**src/rtl/apb_cmd_master.sv**
```systemverilog
// apb_cmd_master: APB3 initiator, one command in flight, valid/ready
// request and response channels, programmable ACCESS watchdog.
module apb_cmd_master #(
  parameter int ADDR_WIDTH     = 8,
  parameter int DATA_WIDTH     = 32,
  parameter int TIMEOUT_CYCLES = 255
) (
  input  logic                  PCLK,
  input  logic                  PRESETN,
  input  logic                  REQ_VALID,
  output logic                  REQ_READY,
  input  logic                  REQ_WRITE,
  input  logic [ADDR_WIDTH-1:0] REQ_ADDR,
  input  logic [DATA_WIDTH-1:0] REQ_WDATA,
  output logic                  RSP_VALID,
  input  logic                  RSP_READY,
  output logic [DATA_WIDTH-1:0] RSP_RDATA,
  output logic                  RSP_ERR,
  output logic                  RSP_TIMEOUT,
  output logic                  PSEL,
  output logic                  PENABLE,
  output logic                  PWRITE,
  output logic [ADDR_WIDTH-1:0] PADDR,
  output logic [DATA_WIDTH-1:0] PWDATA,
  input  logic [DATA_WIDTH-1:0] PRDATA,
  input  logic                  PREADY,
  input  logic                  PSLVERR
);

  localparam int CW =
    (TIMEOUT_CYCLES > 0) ? $clog2(TIMEOUT_CYCLES + 1) : 1;
  localparam logic [CW-1:0] CNT_LAST =
    (TIMEOUT_CYCLES > 0) ? CW'(TIMEOUT_CYCLES - 1) : '0;
  localparam logic [CW-1:0] CNT_MAX = '1;
  localparam bit TO_EN = (TIMEOUT_CYCLES > 0);

  typedef enum logic [1:0] {
    IDLE, SETUP, ACCESS, RESP
  } state_e;

  state_e                state_q, state_d;
  logic [CW-1:0]         cnt_q, cnt_d;
  logic                  psel_q, psel_d;
  logic                  penable_q, penable_d;
  logic                  pwrite_q, pwrite_d;
  logic [ADDR_WIDTH-1:0] paddr_q, paddr_d;
  logic [DATA_WIDTH-1:0] pwdata_q, pwdata_d;
  logic                  rsp_valid_q, rsp_valid_d;
  logic [DATA_WIDTH-1:0] rsp_rdata_q, rsp_rdata_d;
  logic                  rsp_err_q, rsp_err_d;
  logic                  rsp_to_q, rsp_to_d;

  always_comb begin
    state_d     = state_q;
    cnt_d       = cnt_q;
    psel_d      = psel_q;
    penable_d   = penable_q;
    pwrite_d    = pwrite_q;
    paddr_d     = paddr_q;
    pwdata_d    = pwdata_q;
    rsp_valid_d = rsp_valid_q;
    rsp_rdata_d = rsp_rdata_q;
    rsp_err_d   = rsp_err_q;
    rsp_to_d    = rsp_to_q;
    unique case (state_q)
      IDLE: begin
        if (REQ_VALID) begin
          state_d  = SETUP;
          psel_d   = 1'b1;
          pwrite_d = REQ_WRITE;
          paddr_d  = REQ_ADDR;
          pwdata_d = REQ_WRITE ? REQ_WDATA : '0;
        end
      end
      SETUP: begin
        state_d   = ACCESS;
        penable_d = 1'b1;
        cnt_d     = '0;
      end
      ACCESS: begin
        // completion has priority over the watchdog on the last cycle
        if (PREADY) begin
          state_d     = RESP;
          psel_d      = 1'b0;
          penable_d   = 1'b0;
          rsp_valid_d = 1'b1;
          rsp_rdata_d = pwrite_q ? '0 : PRDATA;
          rsp_err_d   = PSLVERR;
          rsp_to_d    = 1'b0;
        end else if (TO_EN && (cnt_q == CNT_LAST)) begin
          state_d     = RESP;
          psel_d      = 1'b0;
          penable_d   = 1'b0;
          rsp_valid_d = 1'b1;
          rsp_rdata_d = '0;
          rsp_err_d   = 1'b1;
          rsp_to_d    = 1'b1;
        end else if (cnt_q != CNT_MAX) begin
          cnt_d = cnt_q + 1'b1;
        end
      end
      RESP: begin
        if (RSP_READY) begin
          state_d     = IDLE;
          rsp_valid_d = 1'b0;
        end
      end
      default: state_d = IDLE;
    endcase
  end

  always_ff @(posedge PCLK or negedge PRESETN) begin
    if (!PRESETN) begin
      state_q     <= IDLE;
      cnt_q       <= '0;
      psel_q      <= 1'b0;
      penable_q   <= 1'b0;
      pwrite_q    <= 1'b0;
      paddr_q     <= '0;
      pwdata_q    <= '0;
      rsp_valid_q <= 1'b0;
      rsp_rdata_q <= '0;
      rsp_err_q   <= 1'b0;
      rsp_to_q    <= 1'b0;
    end else begin
      state_q     <= state_d;
      cnt_q       <= cnt_d;
      psel_q      <= psel_d;
      penable_q   <= penable_d;
      pwrite_q    <= pwrite_d;
      paddr_q     <= paddr_d;
      pwdata_q    <= pwdata_d;
      rsp_valid_q <= rsp_valid_d;
      rsp_rdata_q <= rsp_rdata_d;
      rsp_err_q   <= rsp_err_d;
      rsp_to_q    <= rsp_to_d;
    end
  end

  // gated by reset so every output reads 0 while PRESETN is low
  assign REQ_READY   = (state_q == IDLE) && PRESETN;
  assign RSP_VALID   = rsp_valid_q;
  assign RSP_RDATA   = rsp_rdata_q;
  assign RSP_ERR     = rsp_err_q;
  assign RSP_TIMEOUT = rsp_to_q;
  assign PSEL        = psel_q;
  assign PENABLE     = penable_q;
  assign PWRITE      = pwrite_q;
  assign PADDR       = paddr_q;
  assign PWDATA      = pwdata_q;

endmodule

```
**config.mk**
```make
export PLATFORM = sky130hd
export DESIGN_NAME = apb_cmd_master
export DESIGN_NICKNAME = d
export VERILOG_FILES = /design/src/rtl/apb_cmd_master.sv
export SDC_FILE = /design/constraint.sdc
export NUM_CORES = 1
export LEC_CHECK = 0
export ABC_AREA = 1
export BUFFER_PORTS_ARGS = -buffer_cell sky130_fd_sc_hd__buf_2
export CORE_MARGIN = 2
export CORE_UTILIZATION = 50
export CTS_BUF_LIST = sky130_fd_sc_hd__clkbuf_8
export DETAILED_ROUTE_END_ITERATION = 10
export GPL_TIMING_DRIVEN = 0
export PLACE_DENSITY = 0.88
export SETUP_SLACK_MARGIN = 0.3
export SLEW_MARGIN = 10
export SYNTH_ARGS = -nofsm -noshare
export SYNTH_HDL_FRONTEND = slang
export SYNTH_SLANG_ARGS = --single-unit
```
**constraint.sdc**
```tcl
create_clock -name PCLK -period 1.9 [get_ports PCLK]
set_input_delay 0.19 -clock PCLK [delete_from_list [all_inputs] [get_ports PCLK]]
set_output_delay 0.19 -clock PCLK [all_outputs]
set_load 0.01 [all_outputs]
```
==> impl_metrics.toml, run 1 <==
[cts]
clock_sinks = 88
hold_buffers = 3
root_buffer = "clkbuf_8"
cts_buffers = 9
tritoncts = "done"
htreeDepth = 3
cts_buffer_depth = 2
clk_pin_slew_ps = 90
worstSkewPairLatency_ps = 360

[sta]
period_minus_slack_ps = 1559
max_freq_ghz = 0.6416
hold_viol_final = 55
fin_hold_ws_ps = -160.2
relSlewSlack_pct = 71.76
worst-slew-pin-transition_ps = 423.5
finalSetupViolCount = 0
maxSlewViolCount = 0
post-route-period-util_pct = 82.03
final.setup_skew_ps = 15.84
grt_setup_unrepaired = "false"
fin_tns_setup_ps = 0

[yosys]
synth_nets = 536
synth_edf_count = 0
yosys.cell_count.top_type = "nand2_1"
yosys_warnings = 0
yosysSeqAreaShare_pct = 58.09
synth_area_sq_um = 3791
syn_inst = 450
synth_common_cells = "nand2_1 (211), dfrtp_1 (88), o21ai_0 (40), o21ai_1 (27), inv_1 (22)"
syn_area_per_cell_sq_um = 8.425
yosysTopAreaCell = "dfrtp_1"
synthTopCellsByArea = "dfrtp_1 (58%), nand2_1 (21%), o21ai_0 (5.3%)"
ys_types = 22
async_flop_share_pct = 100.0
synth-seq-cells = 88
synth_top_area_share_pct = 58.09
yosys_most_used_dff = "dfrtp_1"

[layout]
antenna_cells = 0
fill_cells = 603
nets = 711
regArea_sq_um = 2202
drive_gt1_share_pct = 33.97
layout-area-overhead-vs-synth_pct = 33.30
multiInputGateArea_sq_um = 1431

[power]
power.leakage_nw = 2.850
power_density_nw_per_um2 = 1368
finalPower_w = 0.006916
ir_drop_v = 0.0007197

[worst_setup_path]
slowest_delay_ps = 420
r2r_cells = 10
required_ps = 2140
path_class = "flip-flop to flip-flop"
regToRegSetupSlack_ps = 340
crit_arrival_ps = 1800
reg2reg_from = "cnt_q[0]"
startpoint_type = "flip-flop"
path_common_cell = "nand2_1"
r2r_end = "cnt_q[0]"
worstPathCellList = "buf_4, ha_1, nand3_2, inv_1, nand2_1, nand2_1, nand2_2, nand2_8, nand2_1, nand2_1"
crit_slowest_cell = "dfrtp_1"
worstSetupEndpointType = "flip-flop"
crit_fanout = 8

[floorplanning]
die_w_um = 91.08
die_area_sq_um = 8295
io_pins = 158
core_area_sq_um = 7292
initial_core_util_pct = 51.99
rows = 31
die_h_um = 91.08

[placement]
gp_congestion = 0.7825
io_buffers = 156
hpwlAfterDp_um = 6936

[global_route]
grt_pass1_wl_um = 15580
grt_pass1_vias = 3420
grt_max_degree = 57
grt_overflow_total = 0
grt_usage_pct = 23.11
antenna_found_initial = 0

[detailed_routing]
drtIter0Drc = 152
wl_um = 9415
drtAntennaViolNets = 0
via_count = 3575
route.detailed.drc = 0
wl_per_cell_um = 12.91
firstDrtPassIters = 5
via_per_inst = 4.904

[min_path]
hold_class = "input port to asynchronous set/reset pin"

[flow_run]
drv_cap = 0

[run_status]
status = "finished with violations"
violations = "negative hold slack"
## worst max path at each step
| stage | cells past startpoint | slack (ps) | end | from |
|---|---|---|---|---|
| floorplan | 7 | 420 | PWDATA[4] | state_q[0] |
| global placement | 4 | -320 | REQ_READY | PRESETN |
| detailed placement | 7 | 80 | PWDATA[12] | state_q[0] |
| CTS | 7 | 310 | PWDATA[2] | state_q[0] |
| global route | 10 | 260 | cnt_q[0] | cnt_q[0] |
| finish | 10 | 340 | cnt_q[0] | cnt_q[0] |
## per-layer routing
metal | track usage (%) | up-vias | share of wire (%)
met3 | 6.805 | 11 | 7.5
met5 | 0 | - | 0
met2 | 39.81 | 137 | 50
li1 | - | 1763 | -
met4 | 6.187 | 0 | 1.1
met1 | 28.44 | 1664 | 42
## sequential cells by signal, summed over array words and instances, names as in the netlist
signal,cells
RSP_RDATA,32
PWDATA,32
cnt_q,8
PADDR,8
RSP_TIMEOUT,1
state_q,2
PENABLE,1
PWRITE,1
RSP_ERR,1
PSEL,1
RSP_VALID,1
## layout by cell type, fill, tap and decap left out, types with 5 or more instances in the layout
master / count
nand3_1: 6
dfrtp_1: 88
clkbuf_8: 10
buf_4: 7
clkbuf_2: 5
ha_1: 5
nor2_1: 5
o21ai_0: 38
inv_1: 20
buf_2: 163
clkbuf_1: 5
o21ai_1: 29
nand2_1: 210
## metrics by stage
stage | worst slack, ps | util [%] | area [sq um] | std cells
2_1_floorplan | 419.2 | - | 3791 | 450
5_1_grt | 256.3 | 69.30 | 5054 | 729
3_5_place_dp | 80.65 | 64.81 | 4726 | 706
4_1_cts | 311.7 | 68.15 | 4970 | 725
3_3_place_gp | -318.0 | 64.40 | 4696 | 705
6_report | 341.4 | 69.30 | 5054 | 729
## timing repair
item | CTS | global route
resized for setup | 9 | 32
hold endpoints to repair | 33 | 55
pin swaps | 0 | 2
buffers inserted | 0 | 4
setup endpoints to repair | 48 | 84
## where the power goes
group	switching, W	leakage, nW	internal [W]
combinational	0.00165	1.61	0.00113
clock	0.000673	0.0920	0.000518
sequential	0.000407	1.15	0.00255
total	0.00273	2.85	0.00419
## area by class of cell
type,instances,area share [%]
Tap cell,99,2.451
Buffer,24,2.699
Inverter,23,1.733
Clock buffer,10,2.723
Timing Repair Buffer,164,17.63
Multi-Input combinational cell,315,28.32
Clock inverter,6,0.8666
Sequential cell,88,43.58
## logic make-up (layout without fill, tap and decap cells)
group	after synthesis	count (layout)	share of synthesized area, %
fa+ha+maj	7	7	2.310
flops	88	88	58.09
xor+xnor	3	3	0.6932
buf+inv	47	227	5.115
compound gates	68	68	9.043
simple gates	237	237	24.75
## worst max-delay path, delay by kind of cell, from the launching register on
kind          cells  cell delay [ps]
flops             1              420
fa+ha+maj         1              240
buf+inv           2              210
simple gates      7              590
Power figures use the tool's default switching activity.
==> run 2: changes to the inputs <==
Settings changed: ABC_AREA 1 to 0, CORE_UTILIZATION 50 to 45, PLACE_DENSITY 0.88 to 0.84.
Clock period 1.9 ns to 1.2 ns, I/O delays scaled along.
==> run 2 against run 1 <==
Compared with the run above: non-clock buffer count up 127; power up 150%; sequential power up 80%; combinational power rose to 3.4 times the previous value; the run ends with negative hold slack, negative setup slack left; critical path type unchanged; sequential share of layout area down 13 points; via count up 36%; worst hold slack worse by 130 ps; critical path depth down 2; register-to-register slack worse by 990 ps; setup slack worse by 990 ps; core utilization up 18 points; flip-flop and latch count unchanged; highest routed layer unchanged.
==> impl_metrics.toml, run 2 <==
[run_status]
status = "finished with violations"
violations = "negative hold slack, negative setup slack"

[global_route]
grt_max_degree = 51
grt_pass1_wl_um = 22800
antenna_found_initial = 5
grt_overflow_total = 0
grt_pass1_vias = 4547
grt_usage_pct = 33.32

[sta]
period_minus_slack_ps = 1853
post-route-period-util_pct = 154.5
final.setup_skew_ps = 37.79
hold_viol_final = 40
relSlewSlack_pct = 34.52
max_freq_ghz = 0.5395
maxSlewViolCount = 0
fin_hold_ws_ps = -292.6
grt_setup_unrepaired = "true"
finalSetupViolCount = 89
worst-slew-pin-transition_ps = 982.2
fin_tns_setup_ps = -36280
setup_ws_ps = -653.5

[floorplanning]
die_h_um = 95.91
core_area_sq_um = 8217
die_w_um = 95.91
die_area_sq_um = 9198
io_pins = 158
initial_core_util_pct = 46.26
rows = 33

[worst_setup_path]
slowest_delay_ps = 450
required_ps = 1470
reg2reg_from = "cnt_q[1]"
crit_fanout = 5
path_class = "flip-flop to flip-flop"
startpoint_type = "flip-flop"
crit_arrival_ps = 2120
worstSetupEndpointType = "flip-flop"
path_delay_family = "flip-flops"
critPathBufInv = 3
worstPathCellList = "ha_2, nand2_2, o31ai_4, buf_6, buf_6, buf_6, nand3_2, o21ai_1"
path_common_cell = "buf_6"
regToRegSetupSlack_ps = -650
r2r_end = "RSP_RDATA[7]"
crit_slowest_cell = "dfrtp_1"
r2r_cells = 8

[cts]
cts_buffer_depth = 2
clk_pin_slew_ps = 120
worstSkewPairLatency_ps = 380
hold_buffers = 54
root_buffer = "clkbuf_8"
clock_sinks = 88
tritoncts = "done"
cts_buffers = 9
htreeDepth = 3

[yosys]
yosysSeqAreaShare_pct = 57.93
synth_top_area_share_pct = 57.93
yosysTopAreaCell = "dfrtp_1"
syn_inst = 405
synth_area_sq_um = 3801
synth_nets = 491
yosys_most_used_dff = "dfrtp_1"
synth_common_cells = "nand2_1 (99), dfrtp_1 (88), nand3_1 (69), o21ai_0 (38), inv_1 (37)"
async_flop_share_pct = 100.0
synth-seq-cells = 88
synthTopCellsByArea = "dfrtp_1 (58%), nand2_1 (9.8%), nand3_1 (9.1%)"
ys_types = 33
syn_area_per_cell_sq_um = 9.386
yosys_warnings = 0
synth_edf_count = 0
yosys.cell_count.top_type = "nand2_1"

[detailed_routing]
drtIter0Drc = 478
firstDrtPassIters = 5
via_count = 4849
wl_um = 19370
wl_per_cell_um = 23.65
drtAntennaViolNets = 0
via_per_inst = 5.921
route.detailed.drc = 0

[placement]
io_buffers = 156
hpwlAfterDp_um = 7271
gp_congestion = 0.8535
placed_area_sq_um = 4833

[layout]
layout-area-overhead-vs-synth_pct = 89.01
final_cell_mix = "buf_2 (127), dfrtp_1 (84), nand2_1 (66)"
final_common_cell = "buf_2"
nets = 793
final_cell_area_sq_um = 7184
drive_gt1_share_pct = 55.84

[power]
power_density_nw_per_um2 = 2375
power.leakage_nw = 3.650
ir_drop_v = 0.001472

[flow_run]
drv_cap = 0

[min_path]
hold_class = "input port to asynchronous set/reset pin"
## run 2: cell types whose count changed after synthesis, moves of 4 or more
cell	delta
nand2_1	-112
nand3_1	+62
o21ai_1	-26
inv_1	+15
buf_2	-8
buf_1	+4
nand4_1	-4
nor3_1	+4
## run 2: report_power, final
| part | switching (W) | internal [W] |
|---|---|---|
| Combinational | 0.00468 | 0.00462 |
| Sequential | 0.00111 | 0.00420 |
| Clock | 0.00122 | 0.00122 |
| Total | 0.00702 | 0.0100 |
## run 2: final cells by class
cell class | instances | area [sq um]
well taps | 105 | 131.4
inverters | 37 | 141.4
repair buffers | 291 | 2260
flip-flops and latches | 88 | 2207
clock inverters | 5 | 78.83
fillers | 296 | 1032
diodes | 3 | 7.507
clock buffers | 10 | 137.6
multi-input cells | 256 | 1934
plain buffers | 24 | 286.5
## run 2: per-layer routing
metal / track usage, % / share of wire, % / vias to the layer above
li1: - / - / 1942
met1: 36.61 / 32 / 2343
met3: 6.265 / 9.0 / 148
met2: 58.33 / 51 / 416
met5: 0 / 0 / -
met4: 22.38 / 8.2 / 0
## run 2: what timing repair did
item	4_1_cts	5_1_grt
setup buffers	38	31
gates resized for setup	166	86
pin swaps	95	31
gates cloned	11	0
endpoints found under the hold margin	93	39
endpoints found under the setup margin	167	167
## run 2: cell families after synthesis
logic type,Yosys count,share of synthesized area (%)
and+or+nand+nor,190,22.48
DFF,88,57.93
buffers and inverters,61,6.813
AOI/OAI and AO/OA,57,9.908
adders and majority gates,7,2.304
muxes,2,0.5596
## run 2: how the worst max path moves through the flow
stage,slack [ps],cells past startpoint,end,startpoint
2_1_floorplan,-340,6,cnt_q[2],state_q[0]
3_3_place_gp,-980,3,REQ_READY,PRESETN
5_1_grt,-670,8,RSP_RDATA[7],cnt_q[1]
4_1_cts,-510,7,cnt_q[2],cnt_q[0]
6_report,-650,8,RSP_RDATA[7],cnt_q[1]
3_5_place_dp,-600,8,RSP_RDATA[27],cnt_q[0]
## run 2: per-stage QoR
step | worst slack [ps] | instances | util (%) | hold WS, ps | total power, W
after floorplan | -335.9 | 405 | - | -175.6 | 0.007667
after global placement | -982.6 | 666 | 58.46 | 313.7 | 0.009491
after detailed placement | -598.8 | 667 | 58.82 | 131.6 | 0.009736
after CTS | -512.7 | 785 | 80.49 | -257.2 | 0.01429
after global routing | -672.3 | 818 | 87.41 | -246.4 | 0.01765
final | -653.5 | 819 | 87.44 | -292.6 | 0.01707
==> run 3: changes to the inputs <==
==> constraint.sdc (replaced) <==
create_clock -name PCLK -period 1.6 [get_ports PCLK]
set_input_delay 0.24 -clock PCLK [delete_from_list [all_inputs] [get_ports PCLK]]
set_output_delay 0.24 -clock PCLK [all_outputs]
set_load 0.01 [all_outputs]
==> run 3 against run 2 <==
Compared with the run above: design area is 19% lower; register-to-register slack better by 570 ps; core utilization is 17 points lower; setup slack better by 570 ps; die area stayed put; clock power is 45% lower; sequential share of layout area is 7.2 points higher; the flow still finishes with violations (negative hold slack, negative setup slack); non-clock buffer count is 98 lower; critical path depth is 2 lower; via count is 22% lower; final cell count is 12% lower; global-route usage is 9.3 points lower.
==> impl_metrics.toml, run 3 (same netlist as run 2, synthesis figures left out) <==
[run_status]
status = "finished with violations"
violations = "negative hold slack, negative setup slack"

[floorplanning]
die_h_um = 95.91
io_pins = 158
die_w_um = 95.91
initial_core_util_pct = 46.26
core_area_sq_um = 8217
rows = 33
die_area_sq_um = 9198

[detailed_routing]
drtAntennaViolNets = 0
drtIter0Drc = 152
wl_per_cell_um = 16.42
firstDrtPassIters = 4
via_per_inst = 5.243
via_count = 3759
wl_um = 11770
route.detailed.drc = 0

[global_route]
grt_usage_pct = 23.99
grt_overflow_total = 0
grt_pass1_vias = 3596
grt_pass1_wl_um = 16950
grt_max_degree = 51
antenna_found_initial = 0

[layout]
post-route-util_pct = 70.92
nets = 695
drive_gt1_share_pct = 50.00
antenna_cells = 0
layout-area-overhead-vs-synth_pct = 53.29
final_cell_mix = "buf_2 (154), nand2_1 (82), dfrtp_1 (81)"
final_common_cell = "buf_2"
final_cell_area_sq_um = 5827

[worst_setup_path]
worstSetupStartpoint = "state_q[0]"
crit_fanout = 6
worstSetupEndpointType = "flip-flop"
r2r_cells = 6
path_delay_family = "compound AO/OA/AOI/OAI gates"
regToRegSetupSlack_ps = -90
required_ps = 1830
slowest_delay_ps = 410
cp.depth = 6
r2r_end = "cnt_q[2]"
reg2reg_from = "state_q[0]"
crit_slowest_cell = "dfrtp_1"
worstPathCellList = "inv_2, ha_4, and2b_2, o31a_1, a21oi_4, a221o_1"
critPathBufInv = 1
startpoint_type = "flip-flop"
crit_arrival_ps = 1920
path_class = "flip-flop to flip-flop"
crit_path_end = "cnt_q[2]"

[cts]
clk_pin_slew_ps = 80
tritoncts = "done"
cts_buffer_depth = 2
clock_sinks = 88
htreeDepth = 3
worstSkewPairLatency_ps = 350
cts_buffers = 9
root_buffer = "clkbuf_8"

[sta]
fin_hold_ws_ps = -128.2
relSlewSlack_pct = 44.85
max_freq_ghz = 0.5924
setup_ws_ps = -88.05
hold_viol_final = 38
maxSlewViolCount = 0
post-route-period-util_pct = 105.5
final.setup_skew_ps = 14.22
finalSetupViolCount = 21
period_minus_slack_ps = 1688
worst-slew-pin-transition_ps = 827.3
grt_setup_unrepaired = "true"

[power]
combPwrFrac_pct = 49.4
power.share.clock_pct = 13.4
p_int_w = 0.006063
netSwitchingFraction_pct = 39.45
p_sw_w = 0.003949
power_density_nw_per_um2 = 1718
seqPwrFrac_pct = 37.2
ir_drop_v = 0.0009201
power.leakage_nw = 3.066

[flow_run]
drv_cap = 0

[placement]
placed_area_sq_um = 4825
io_buffers = 156
hpwlAfterDp_um = 7151
gp_congestion = 0.8188

[min_path]
hold_class = "input port to asynchronous set/reset pin"
[run 3: what timing repair did]
| item | CTS | global route |
|---|---|---|
| buffers inserted | 20 | 8 |
| cloned | 6 | 2 |
| resized for setup | 104 | 47 |
| setup endpoints to repair | 89 | 89 |
| hold endpoints to repair | 38 | 38 |
| pin swaps | 28 | 60 |
[run 3: final cells by class]
class / instances / area (sq um)
Buffer: 24 / 274.0
Clock buffer: 10 / 137.6
Clock inverter: 4 / 22.52
Fill cell: 586 / 2390
Inverter: 37 / 138.9
Multi-Input combinational cell: 256 / 1715
Sequential cell: 88 / 2211
Tap cell: 105 / 131.4
Timing Repair Buffer: 193 / 1196
[run 3: worst min path at each step]
stage          endpoint         from  depth (start not counted)
6_report       cnt_q[6]      PRESETN                          1
5_1_grt        cnt_q[6]      PRESETN                          1
4_1_cts        cnt_q[6]      PRESETN                          1
3_5_place_dp   cnt_q[6]      PRESETN                          1
3_3_place_gp   PADDR[5]  REQ_ADDR[5]                          3
2_1_floorplan  PADDR[0]      PRESETN                          0
[run 3: metal layers]
| layer | vias up | wire length, um | track usage (%) |
|---|---|---|---|
| met5 | - | 0 | 0 |
| met3 | 35 | 624 | 3.994 |
| met1 | 1851 | 4616 | 29.36 |
| met2 | 138 | 6142 | 41.26 |
| li1 | 1735 | - | - |
| met4 | 0 | 386 | 11.43 |
[run 3: power groups by stage]
| stage | Combinational, W | Clock, W | Sequential [W] |
|---|---|---|---|
| after floorplan | 0.00163 | 0 | 0.00410 |
| after global placement | 0.00343 | 0 | 0.00365 |
| after detailed placement | 0.00356 | 0 | 0.00371 |
| after CTS | 0.00444 | 0.00136 | 0.00367 |
| after global routing | 0.00539 | 0.00146 | 0.00383 |
| final | 0.00494 | 0.00134 | 0.00373 |
[run 3: metrics by stage]
step           TNS (ps)  setup slack [ps]  instances  power (W)
6_report         -535.5            -88.05        717    0.01001
5_1_grt           -2808            -139.8        717    0.01068
4_1_cts          -237.3            -37.61        707   0.009476
3_5_place_dp      -2319            -108.3        667   0.007272
3_3_place_gp     -44220            -803.5        666   0.007088
2_1_floorplan         0             64.10        405   0.005735
